File: config.mk
export PLATFORM = sky130hd
export DESIGN_NAME = n64adv2_si_cfg_ctrl
export DESIGN_NICKNAME = d
export VERILOG_FILES = /design/src/rtl/n64adv2_si_cfg_ctrl.sv
export SDC_FILE = /design/constraint.sdc
export NUM_CORES = 1
export LEC_CHECK = 0
export CORE_MARGIN = 5
export CORE_UTILIZATION = 40
export DETAILED_ROUTE_END_ITERATION = 10
export MAX_ROUTING_LAYER = met4
export PLACE_DENSITY = 0.54
export RECOVER_POWER = 50
export SLEW_MARGIN = 20
export SYNTH_ARGS = -nofsm -noshare
export SYNTH_HDL_FRONTEND = slang
export SYNTH_SLANG_ARGS = --single-unit
File: constraint.sdc
create_clock -name SYS_CLK_i -period 3.4 [get_ports SYS_CLK_i]
set_input_delay 0.51 -clock SYS_CLK_i [delete_from_list [all_inputs] [get_ports SYS_CLK_i]]
set_output_delay 0.51 -clock SYS_CLK_i [all_outputs]
set_load 0.1 [all_outputs]
File: src/rtl/n64adv2_si_cfg_ctrl.sv
// n64adv2_si_cfg_ctrl: picks the Si clock config from video mode, debounces changes and drives the I2C write handshake
module n64adv2_si_cfg_ctrl #(
  parameter logic [15:0] DEBOUNCE_CYCLES = 16'd1024,
  parameter logic [19:0] SETTLE_CYCLES   = 20'd65536,
  parameter logic [19:0] TIMEOUT_CYCLES  = 20'd262143,
  parameter logic [1:0]  MAX_RETRY       = 2'd2
) (
  input  logic       SYS_CLK_i,
  input  logic       SYS_RST_i,
  input  logic       N64_palmode,
  input  logic       lowlatencymode,
  input  logic [2:0] target_resolution,
  output logic       cfg_req_o,
  output logic [3:0] cfg_id_o,
  input  logic       cfg_ack_i,
  input  logic       cfg_fin_i,
  input  logic       cfg_err_i,
  output logic       Si_cfg_done_o,
  output logic       cfg_fail_o
);
  typedef enum logic [2:0] {IDLE, DEBOUNCE, REQ, WAIT, SETTLE, FAIL} state_t;
  state_t      state_q;
  logic        pal_q, ll_q, req_q, done_q, fail_q;
  logic [2:0]  res_q;
  logic [3:0]  want_id, dbid_q, id_q, applied_q;
  logic [15:0] dcnt_q;
  logic [19:0] tcnt_q, scnt_q;
  logic [1:0]  retry_q;
  assign want_id       = ll_q ? {pal_q, 3'b111} : {pal_q, res_q};
  assign cfg_req_o     = req_q;
  assign cfg_id_o      = id_q;
  assign Si_cfg_done_o = done_q;
  assign cfg_fail_o    = fail_q;
  always_ff @(posedge SYS_CLK_i or posedge SYS_RST_i)
    if (SYS_RST_i) {pal_q, ll_q, res_q} <= '0;
    else {pal_q, ll_q, res_q} <= {N64_palmode, lowlatencymode, target_resolution};
  always_ff @(posedge SYS_CLK_i or posedge SYS_RST_i)
    if (SYS_RST_i) begin
      state_q   <= DEBOUNCE;
      req_q     <= 1'b0;
      done_q    <= 1'b0;
      fail_q    <= 1'b0;
      id_q      <= 4'h0;
      dbid_q    <= 4'h0;
      applied_q <= 4'hF;
      retry_q   <= 2'd0;
      dcnt_q    <= '0;
      tcnt_q    <= '0;
      scnt_q    <= '0;
    end else
      case (state_q)
        IDLE: if (want_id != applied_q) begin
          state_q <= DEBOUNCE;
          done_q  <= 1'b0;
          dcnt_q  <= '0;
          dbid_q  <= want_id;
        end
        DEBOUNCE: if (want_id != dbid_q) begin
          dcnt_q <= '0;
          dbid_q <= want_id;
        end else if (dcnt_q == DEBOUNCE_CYCLES - 16'd1) begin
          state_q <= REQ;
          req_q   <= 1'b1;
          id_q    <= want_id;
        end else dcnt_q <= dcnt_q + {15'd0, ~&dcnt_q};
        REQ: if (cfg_ack_i) begin
          state_q <= WAIT;
          req_q   <= 1'b0;
          tcnt_q  <= '0;
        end
        WAIT: if (cfg_fin_i && !cfg_err_i) begin
          state_q   <= SETTLE;
          applied_q <= id_q;
          retry_q   <= 2'd0;
          scnt_q    <= '0;
        end else if (cfg_fin_i || tcnt_q == TIMEOUT_CYCLES - 20'd1) begin
          state_q <= retry_q < MAX_RETRY ? REQ : FAIL;
          req_q   <= retry_q < MAX_RETRY;
          fail_q  <= retry_q >= MAX_RETRY;
          retry_q <= retry_q < MAX_RETRY ? retry_q + 2'd1 : retry_q;
        end else tcnt_q <= tcnt_q + {19'd0, ~&tcnt_q};
        SETTLE: if (scnt_q == SETTLE_CYCLES - 20'd1) begin
          state_q <= want_id != applied_q ? DEBOUNCE : IDLE;
          done_q  <= want_id == applied_q;
          dcnt_q  <= '0;
          dbid_q  <= want_id;
        end else scnt_q <= scnt_q + {19'd0, ~&scnt_q};
        FAIL: begin
          req_q  <= 1'b0;
          done_q <= 1'b0;
          fail_q <= 1'b1;
        end
        default: state_q <= DEBOUNCE;
      endcase
endmodule

# Yosys cells after proc, flatten, opt, wreduce, memory -nomap -nowiden

Cells that the tools add are included.

Register bits after elaboration: 81
Word-level logic and storage cells: 117

Add/sub/neg operators: 4
Magnitude comparators: 2
Equal/unequal tests: 24
Muxes and demuxes: 42
Bitwise gates (word level): 2
Reduce and logical (&&, ||, !) cells: 29

Operator list:

| kind                                             | number |
|---|---|
| 2-to-1 mux 20 bit                                | 5 |
| case mux 20 bit (2 select lines)                 | 2 |
| 2-to-1 mux 16 bit                                | 4 |
| case mux 16 bit (3 select lines)                 | 1 |
| adder 20 x 1 -> 20 bit                           | 2 |
| AND reduction 20 bit                             | 2 |
| 2-to-1 mux 3 bit                                 | 9 |
| != test 2 bit (second input constant)            | 11 |
| == test 20 x 16 -> 1 bit (second input constant) | 1 |
| == test 20 x 18 -> 1 bit (second input constant) | 1 |
| case mux 3 bit (6 select lines)                  | 1 |
| adder 16 x 1 -> 16 bit                           | 1 |
| == test 16 x 10 -> 1 bit (second input constant) | 1 |
| AND reduction 16 bit                             | 1 |
| AND reduction 3 bit                              | 5 |
| 2-to-1 mux 4 bit                                 | 3 |
| case mux 4 bit (3 select lines)                  | 1 |
| AND reduction 4 bit                              | 3 |
| 2-to-1 mux 1 bit                                 | 10 |
| nonzero test 2 bit                               | 5 |
| != test 4 bit                                    | 2 |
| AND reduction 7 bit                              | 1 |
| == test 3 x 2 -> 1 bit (second input constant)   | 2 |
| == test 3 bit (second input constant)            | 2 |
| other kinds (19)                                 | 27 |

# Depth between registers and ports, before layout

Gate-level depths: netlist of the first run.

Depth in word-level cells: 6
Depth in mapped cells: 13

# Worst setup path after synthesis of the first run

Ideal clock, no wire load.

Path kind: reg-to-reg
Start: register tcnt_q[5]
End: register tcnt_q[19]
Library setup time: 132 ps
Arrival time: 2258 ps
Required time: 3268 ps
Slack: 1011 ps
Stages on the path, launching flop included: 13
Path buffers: 3
Clock period less this slack: 2389 ps
Path through: dfrtp_1 and4_1 clkbuf_2 and4_1 buf_2 nand3_1 ha_1 and3_1 clkbuf_1 and3_1 nand4_1 xor2_1 nor2_1

Word-level cells in the longest chain between the ends: 6
Elaborated cells between the ends (all ways): 10
Those cells by class: 1 x add/sub; 2 x eq/ne; 3 x mux; 4 x reduce/logical

RTL lines:

| item                             | RTL line | text |
|---|---|---|
| start: declaration               | 27       | `logic [19:0] tcnt_q, scnt_q;` |
| start signal: assignment         | 81       | `end else tcnt_q <= tcnt_q + {19'd0, ~&tcnt_q};` |
| AND reduction 20 bit             | 81       |  |
| zero test 1 bit                  | 81       |  |
| adder 20 x 1 -> 20 bit           | 81       |  |
| 2-to-1 mux 20 bit                | 76       | `end else if (cfg_fin_i \|\| tcnt_q == TIMEOUT_CYCLES - 20'd1) begin` |
| 2-to-1 mux 20 bit                | 71       | `WAIT: if (cfg_fin_i && !cfg_err_i) begin` |
| case mux 20 bit (2 select lines) | 51       | `case (state_q)` |

Parallel ways exist; a longest one is shown, timed or not. The select of a mux whose other input is x is not followed.
A chain may end at the register's enable or synchronous reset.

# Worst setup path in the final report of the first run

Same ends and word-level chain as after synthesis.

==> results of run 1 <==
-- cells in the final DEF, fill, tap and decap left out, drive strengths merged, types with 3 or more instances in the layout --
cell / netlist / routed
nand4: 19 / 19
and3: 18 / 18
dfstp: 5 / 5
dfrtp: 76 / 76
clkbuf: 14 / 16
o2111ai: 3 / 3
ha: 7 / 7
mux2: 4 / 4
dlygate4sd3: 0 / 6
o21a: 4 / 4
o31ai: 7 / 7
and2: 6 / 6
buf: 9 / 4
clkdlybuf4s50: 0 / 10
inv: 6 / 5
or3: 5 / 5
and4: 6 / 6
nand3: 21 / 21
o211ai: 5 / 5
a21o: 4 / 4
nor4: 3 / 3
o21ai: 46 / 46
or2: 5 / 5
nor2: 56 / 56
nor2b: 7 / 7
xor2: 17 / 17
xnor2: 14 / 14
nand2b: 10 / 10
or4: 5 / 5
a31oi: 6 / 6
nand2: 48 / 48
nor3: 10 / 10
a21oi: 18 / 18
-- registers in the layout (all words and copies together) (netlist names) --
register       cells
Si_cfg_done_o      1
applied_q          4
cfg_fail_o         1
cfg_id_o           4
cfg_req_o          1
dbid_q             4
dcnt_q            16
ll_q               1
pal_q              1
res_q              3
retry_q            2
scnt_q            20
state_q            3
tcnt_q            20
-- cell families (layout without fill, tap and decap cells) --
family	Yosys count	after routing	share of synthesized area, %
compound gates	105	105	14.7
xor+xnor	31	31	6.19
fa+ha+maj	7	7	2.00
buf+inv	29	43	2.91
flops	81	81	46.3
mux	6	6	1.48
simple gates	223	223	26.4
-- worst max-delay path, cell delays in order, from the launching register on --
cell and delay, ns:
dfrtp_1 0.45, and4_1 0.38, and4_1 0.39, nand3_1 0.14
ha_1 0.25, and3_1 0.28, and3_1 0.26, nand4_1 0.12
xor2_1 0.17, nor2_1 0.06
-- stage by stage --
step                      utilization, %  instances  hold slack, ns
after floorplan                        -        482           0.445
after global placement              43.3        620           0.459
after detailed placement            43.3        620           0.467
after CTS                           44.7        636           0.477
after global routing                44.6        636           0.502
final                               44.6        636           0.475
-- layout make-up --
class                      count  area (um^2)
sequential                    81         2030
timing repair buffer          21          195
clock buffer                  15          146
multi-input combinational    372         2230
clock inverter                 1         5.00
tap                          140          175
fill                        1065         5980
inverter                       6         23.8
-- layer usage --
metal | GRT usage, % | up-vias | share of wire (%)
met5 | - | - | 0
met4 | 5.24 | 0 | 1.5
met3 | 3.63 | 12 | 3.0
met2 | 23.6 | 39 | 44
met1 | 21.8 | 1676 | 51
li1 | - | 1741 | -
-- worst max-delay path by stage --
| stage | startpoint | endpoint | slack [ns] | cells after the start |
|---|---|---|---|---|
| after global placement | tcnt_q[5] | tcnt_q[19] | 0.83 | 9 |
| after detailed placement | cfg_fin_i | tcnt_q[3] | 0.83 | 7 |
| after floorplan | SYS_RST_i | Si_cfg_done_o | 0.82 | 1 |
| final | tcnt_q[5] | tcnt_q[19] | 0.79 | 9 |
| after global routing | SYS_RST_i | scnt_q[18] | 0.39 | 3 |
| after CTS | tcnt_q[5] | tcnt_q[19] | 0.80 | 9 |
-- where the power goes --
group,internal [mW],switching [mW],leakage (nW)
sequential,0.974,0.0117,0.967
combinational,0.0308,0.0493,0.943
clock,0.267,0.338,0.0757
==> impl_metrics.csv, run 1 <==
group,metric,value,unit
sta,timing.fmax,383,MHz
routing,drc,0,
routing,viasPerCell,5.45,
synthesis,synthTopCellsByCount,"dfrtp_1, nor2_1, nand2_1, o21ai_0, nand3_1",
placed_design,dpl_cell_area,0.00468,mm^2
min_path,min_to,"applied_q[0]",
synthesis,synth_most_common_cell,"dfrtp_1",
synthesis,synthFlopType,"dfrtp_1",
power_and_ir_drop,cellPowerDensity,347,mW/mm^2
placed_design,gp_congestion,0.769,
critical_path,worstReg2RegEnd,"tcnt_q[19]",
routing,dr.pass1.iters,4,
placed_design,dp_worst_setup_slack,0.834,ns
clocking,cts_hold_buf,0,
clocking,ctsLongestPathBuffers,2,
synthesis,ys_types,57,
finish,fin_area,0.00481,mm^2
synthesis,ys_async_sr_fraction,100,%
critical_path,r2r_cells,9,
routing,drt_iter0_markers,217,
critical_path,worstReg2RegStart,"tcnt_q[5]",
sta,finalMaxSlewViolations,82,
finish,diodes,0,
global_route,overflow,0,
synthesis,ys_seq_area_share,46.3,%
floorplan,start_util,40.7,%
clocking,cts_root_buffer,"clkbuf_8",
clocking,cts_buffers,9,
power_and_ir_drop,p_leak,1.99,nW
placed_design,place_hpwl,6340,um
floorplan,dieHeight,115,um
clocking,cts_tree,"built",
clocking,clk_pin_slew,0.08,ns
sta,tightest_slew,2.00,ns
sta,maxSlewHeadroom,-33.2,%
critical_path,cp.arrival,2.86,ns
sta,postLayoutSetupSlackWorst,0.788,ns
synthesis,synth_area,0.00439,mm^2
clocking,post_cts_resized,0,
clocking,cts_setup_buffers,0,
synthesis,syn_avg_cell_area,9.11,um^2
routing,wire_per_inst,14.7,um
clocking,htreeDepth,3,
run,cap_violations,1,
floorplan,rows,38,
min_path,hold_class,"reg -> reg",
floorplan,pin_count,17,
global_route,grt_pass1_wl,16600,um
critical_path,crit_required,3.65,ns
sta,fin_tns_setup,0,ns
min_path,hold_path.startpoint,"applied_q[0]",
routing,wl,9330,um
synthesis,ys_top_cells_by_area,"dfrtp_1, o21ai_0, nor2_1",
sta,fin_skew,0.0112,ns
floorplan,die_x,115,um
run_status,outcome,"finished with violations",
global_route,grt_pass1_vias,3416,
floorplan,die_area,0.0132,mm^2
sta,period_share,76.8,%
synthesis,yosys.area.top_type,"dfrtp_1",
synthesis,ys_ff_latch,81,
global_route,grt_max_degree,82,
critical_path,cp_max_fo,9,
global_route,grtUsageTotal,15.9,%
global_route,antenna_found_initial,0,
clocking,cts.sinks,81,
synthesis,synth_cells,482,
routing,vias,3468,
critical_path,worstSetupStartpointType,"flop",
synthesis,synth_fp_nets,499,
power_and_ir_drop,vdd_ir_drop_max,0.175,mV
sta,rsz0062_at_grt,"false",
finish,syn2layout_area_growth,9.66,%
sta,hold_viol_final,0,
routing,antenna_left,0,
floorplan,coreArea,0.0108,mm^2
min_path,min_path_cells,2,
finish,final_layout_size_suffix_gt1_share,7.06,%
critical_path,r2r_slack,0.79,ns
critical_path,crit_type,"reg -> reg",
power_and_ir_drop,power.total,1.67,mW
critical_path,endpoint_kind,"flop",
synthesis,yosysTopAreaCellShare,43.3,%
synthesis,ys_warn_count,0,
finish,final_nets,508,
sta,layout_min_cycle_time,2.61,ns
synthesis,synth_edf_count,0,
sta,finalSetupViolCount,0,
placed_design,portBuffers,16,
run_status,failed_checks,"max-capacitance violations, max-slew violations",
clocking,clkLatencyLatePin,0.36,ns
Power figures use the tool's default switching activity.
==> run 2, diff against run 1 <==
- clock period: 3.4 -> 2.7 ns (I/O delays scaled with it)
==> impl_metrics.csv, run 2 (synthesis gave the netlist of run 1 again) <==
group,metric,value,unit
sta,finalMaxSlewViolations,0,
floorplan,die_area,0.0132,mm^2
finish,final_common_cell,"dfrtp_1",
finish,stdcell_count,644,
floorplan,start_util,40.7,%
routing,wire_per_inst,14.9,um
global_route,grt_max_degree,56,
sta,hold_viol_final,0,
global_route,overflow,0,
placed_design,dp_cells,628,
sta,hold_ws,0.476,ns
run,cap_violations,0,
finish,final_core_util,45.4,%
clocking,cts_setup_buffers,0,
finish,reg_top3,"scnt_q: 20 flops, tcnt_q: 20 flops, dcnt_q: 16 flops",
critical_path,r2r_cells,9,
clocking,cts.sinks,81,
sta,finalSetupViolCount,0,
sta,period_share,89.6,%
sta,fin_skew,0.00941,ns
sta,tightest_slew,1.20,ns
clocking,clkLatencyLatePin,0.35,ns
routing,viasPerCell,5.46,
critical_path,crit_type,"reg -> reg",
power_and_ir_drop,cellPowerDensity,451,mW/mm^2
routing,routed-wl-met2,4410,um
critical_path,worstReg2RegEnd,"tcnt_q[17]",
floorplan,pin_count,17,
critical_path,r2r_slack,0.28,ns
routing,routed.top_layer,"met4",
placed_design,place_hpwl,6660,um
placed_design,portBuffers,16,
floorplan,die_x,115,um
routing,routed-wl-met3,277,um
routing,vias,3516,
finish,fillers,1048,
placed_design,dp_worst_setup_slack,0.163,ns
critical_path,cp_max_fo,9,
routing,wl,9570,um
finish,syn2layout_area_growth,11.6,%
clocking,cts_root_buffer,"clkbuf_8",
floorplan,coreArea,0.0108,mm^2
sta,postLayoutSetupSlackWorst,0.280,ns
routing,drc,0,
global_route,grtUsageTotal,16.1,%
routing,drt_iter0_markers,200,
placed_design,gp_congestion,0.803,
finish,diodes,0,
routing,antenna_left,0,
floorplan,rows,38,
clocking,cts_tree,"built",
critical_path,worstSetupStartpointType,"flop",
sta,layout_min_cycle_time,2.42,ns
critical_path,crit_end,"tcnt_q[17]",
routing,met1_length,4710,um
finish,final_nets,516,
critical_path,crit_required,2.96,ns
clocking,clk_pin_slew,0.07,ns
power_and_ir_drop,vdd_ir_drop_max,0.359,mV
clocking,htreeDepth,3,
global_route,grt_pass1_vias,3482,
sta,timing.fmax,413,MHz
sta,fin_tns_setup,0,ns
critical_path,worstReg2RegStart,"tcnt_q[6]",
sta,rsz0062_at_grt,"false",
sta,maxSlewHeadroom,19.4,%
run_status,outcome,"finished, final reports clean",
floorplan,dieHeight,115,um
global_route,antenna_found_initial,0,
power_and_ir_drop,p_leak,2.06,nW
critical_path,cp.arrival,2.68,ns
clocking,ctsLongestPathBuffers,2,
global_route,grt_pass1_wl,16700,um
critical_path,endpoint_kind,"flop",
finish,final_cell_mix,"dfrtp_1, nor2_1, nand2_1, o21ai_0, nand3_1",
critical_path,cp-startpoint,"tcnt_q[6]",
clocking,cts_buffers,9,
finish,final_layout_size_suffix_gt1_share,11.1,%
min_path,hold_class,"reg -> reg",
routing,dr.pass1.iters,5,
[run 2: changes by cell type in the layout (fill, tap and decap cells not counted), sizes merged]
cell           delta
clkdlybuf4s50     -7
clkbuf            -2
bufinv            +1
buf              +15
clkinv            +1
[run 2: metal layers]
metal,track usage (%),vias to the layer above
li1,-,1764
met1,21.5,1688
met2,24.8,50
met3,3.37,14
met4,5.16,0
met5,-,-
[run 2: critical path: stages, from the launching register on]
cell and delay [ns]:
dfrtp_1 0.42, and4_2 0.33, and4_2 0.33, nand3_1 0.13, ha_1 0.25, and3_2 0.27, and3_1 0.23, a31oi_1 0.17
o21ai_0 0.09, o21ai_0 0.12
[run 2: repair_timing]
item,CTS,global route
resized for setup,0,3
hold endpoints to repair,0,0
setup endpoints to repair,0,2
hold buffers,0,0
[run 2: worst min path at each step]
stage,end,cells past startpoint,slack [ns],startpoint
3_3_place_gp,applied_q[1],2,0.46,applied_q[1]
5_1_grt,applied_q[3],2,0.51,applied_q[3]
4_1_cts,tcnt_q[6],2,0.39,SYS_RST_i
2_1_floorplan,ll_q,0,0.44,lowlatencymode
3_5_place_dp,applied_q[3],2,0.47,applied_q[3]
6_report,applied_q[3],2,0.48,applied_q[3]
[run 2: power breakdown]
| group | total, mW | switching [mW] | internal, mW |
|---|---|---|---|
| Combinational | 0.103 | 0.0627 | 0.0405 |
| Sequential | 1.24 | 0.0150 | 1.23 |
| Clock | 0.863 | 0.412 | 0.451 |
| Total | 2.21 | 0.490 | 1.72 |
[run 2: final cells by class]
class                      count  area [um^2]  share of cell area [%]
clock buffer                  13          149                    3.04
clock inverter                 3         40.0                   0.817
inverter                       6         23.8                   0.485
multi-input combinational    372         2240                    45.7
sequential                    81         2030                    41.5
tap                          140          175                    3.58
timing repair buffer          29          240                    4.90
[run 2: per-stage QoR]
stage | power (mW) | area (um^2)
2_1_floorplan | 1.33 | 4390
4_1_cts | 2.26 | 4910
6_report | 2.21 | 4900
5_1_grt | 2.32 | 4900
3_3_place_gp | 1.37 | 4720
3_5_place_dp | 1.37 | 4720
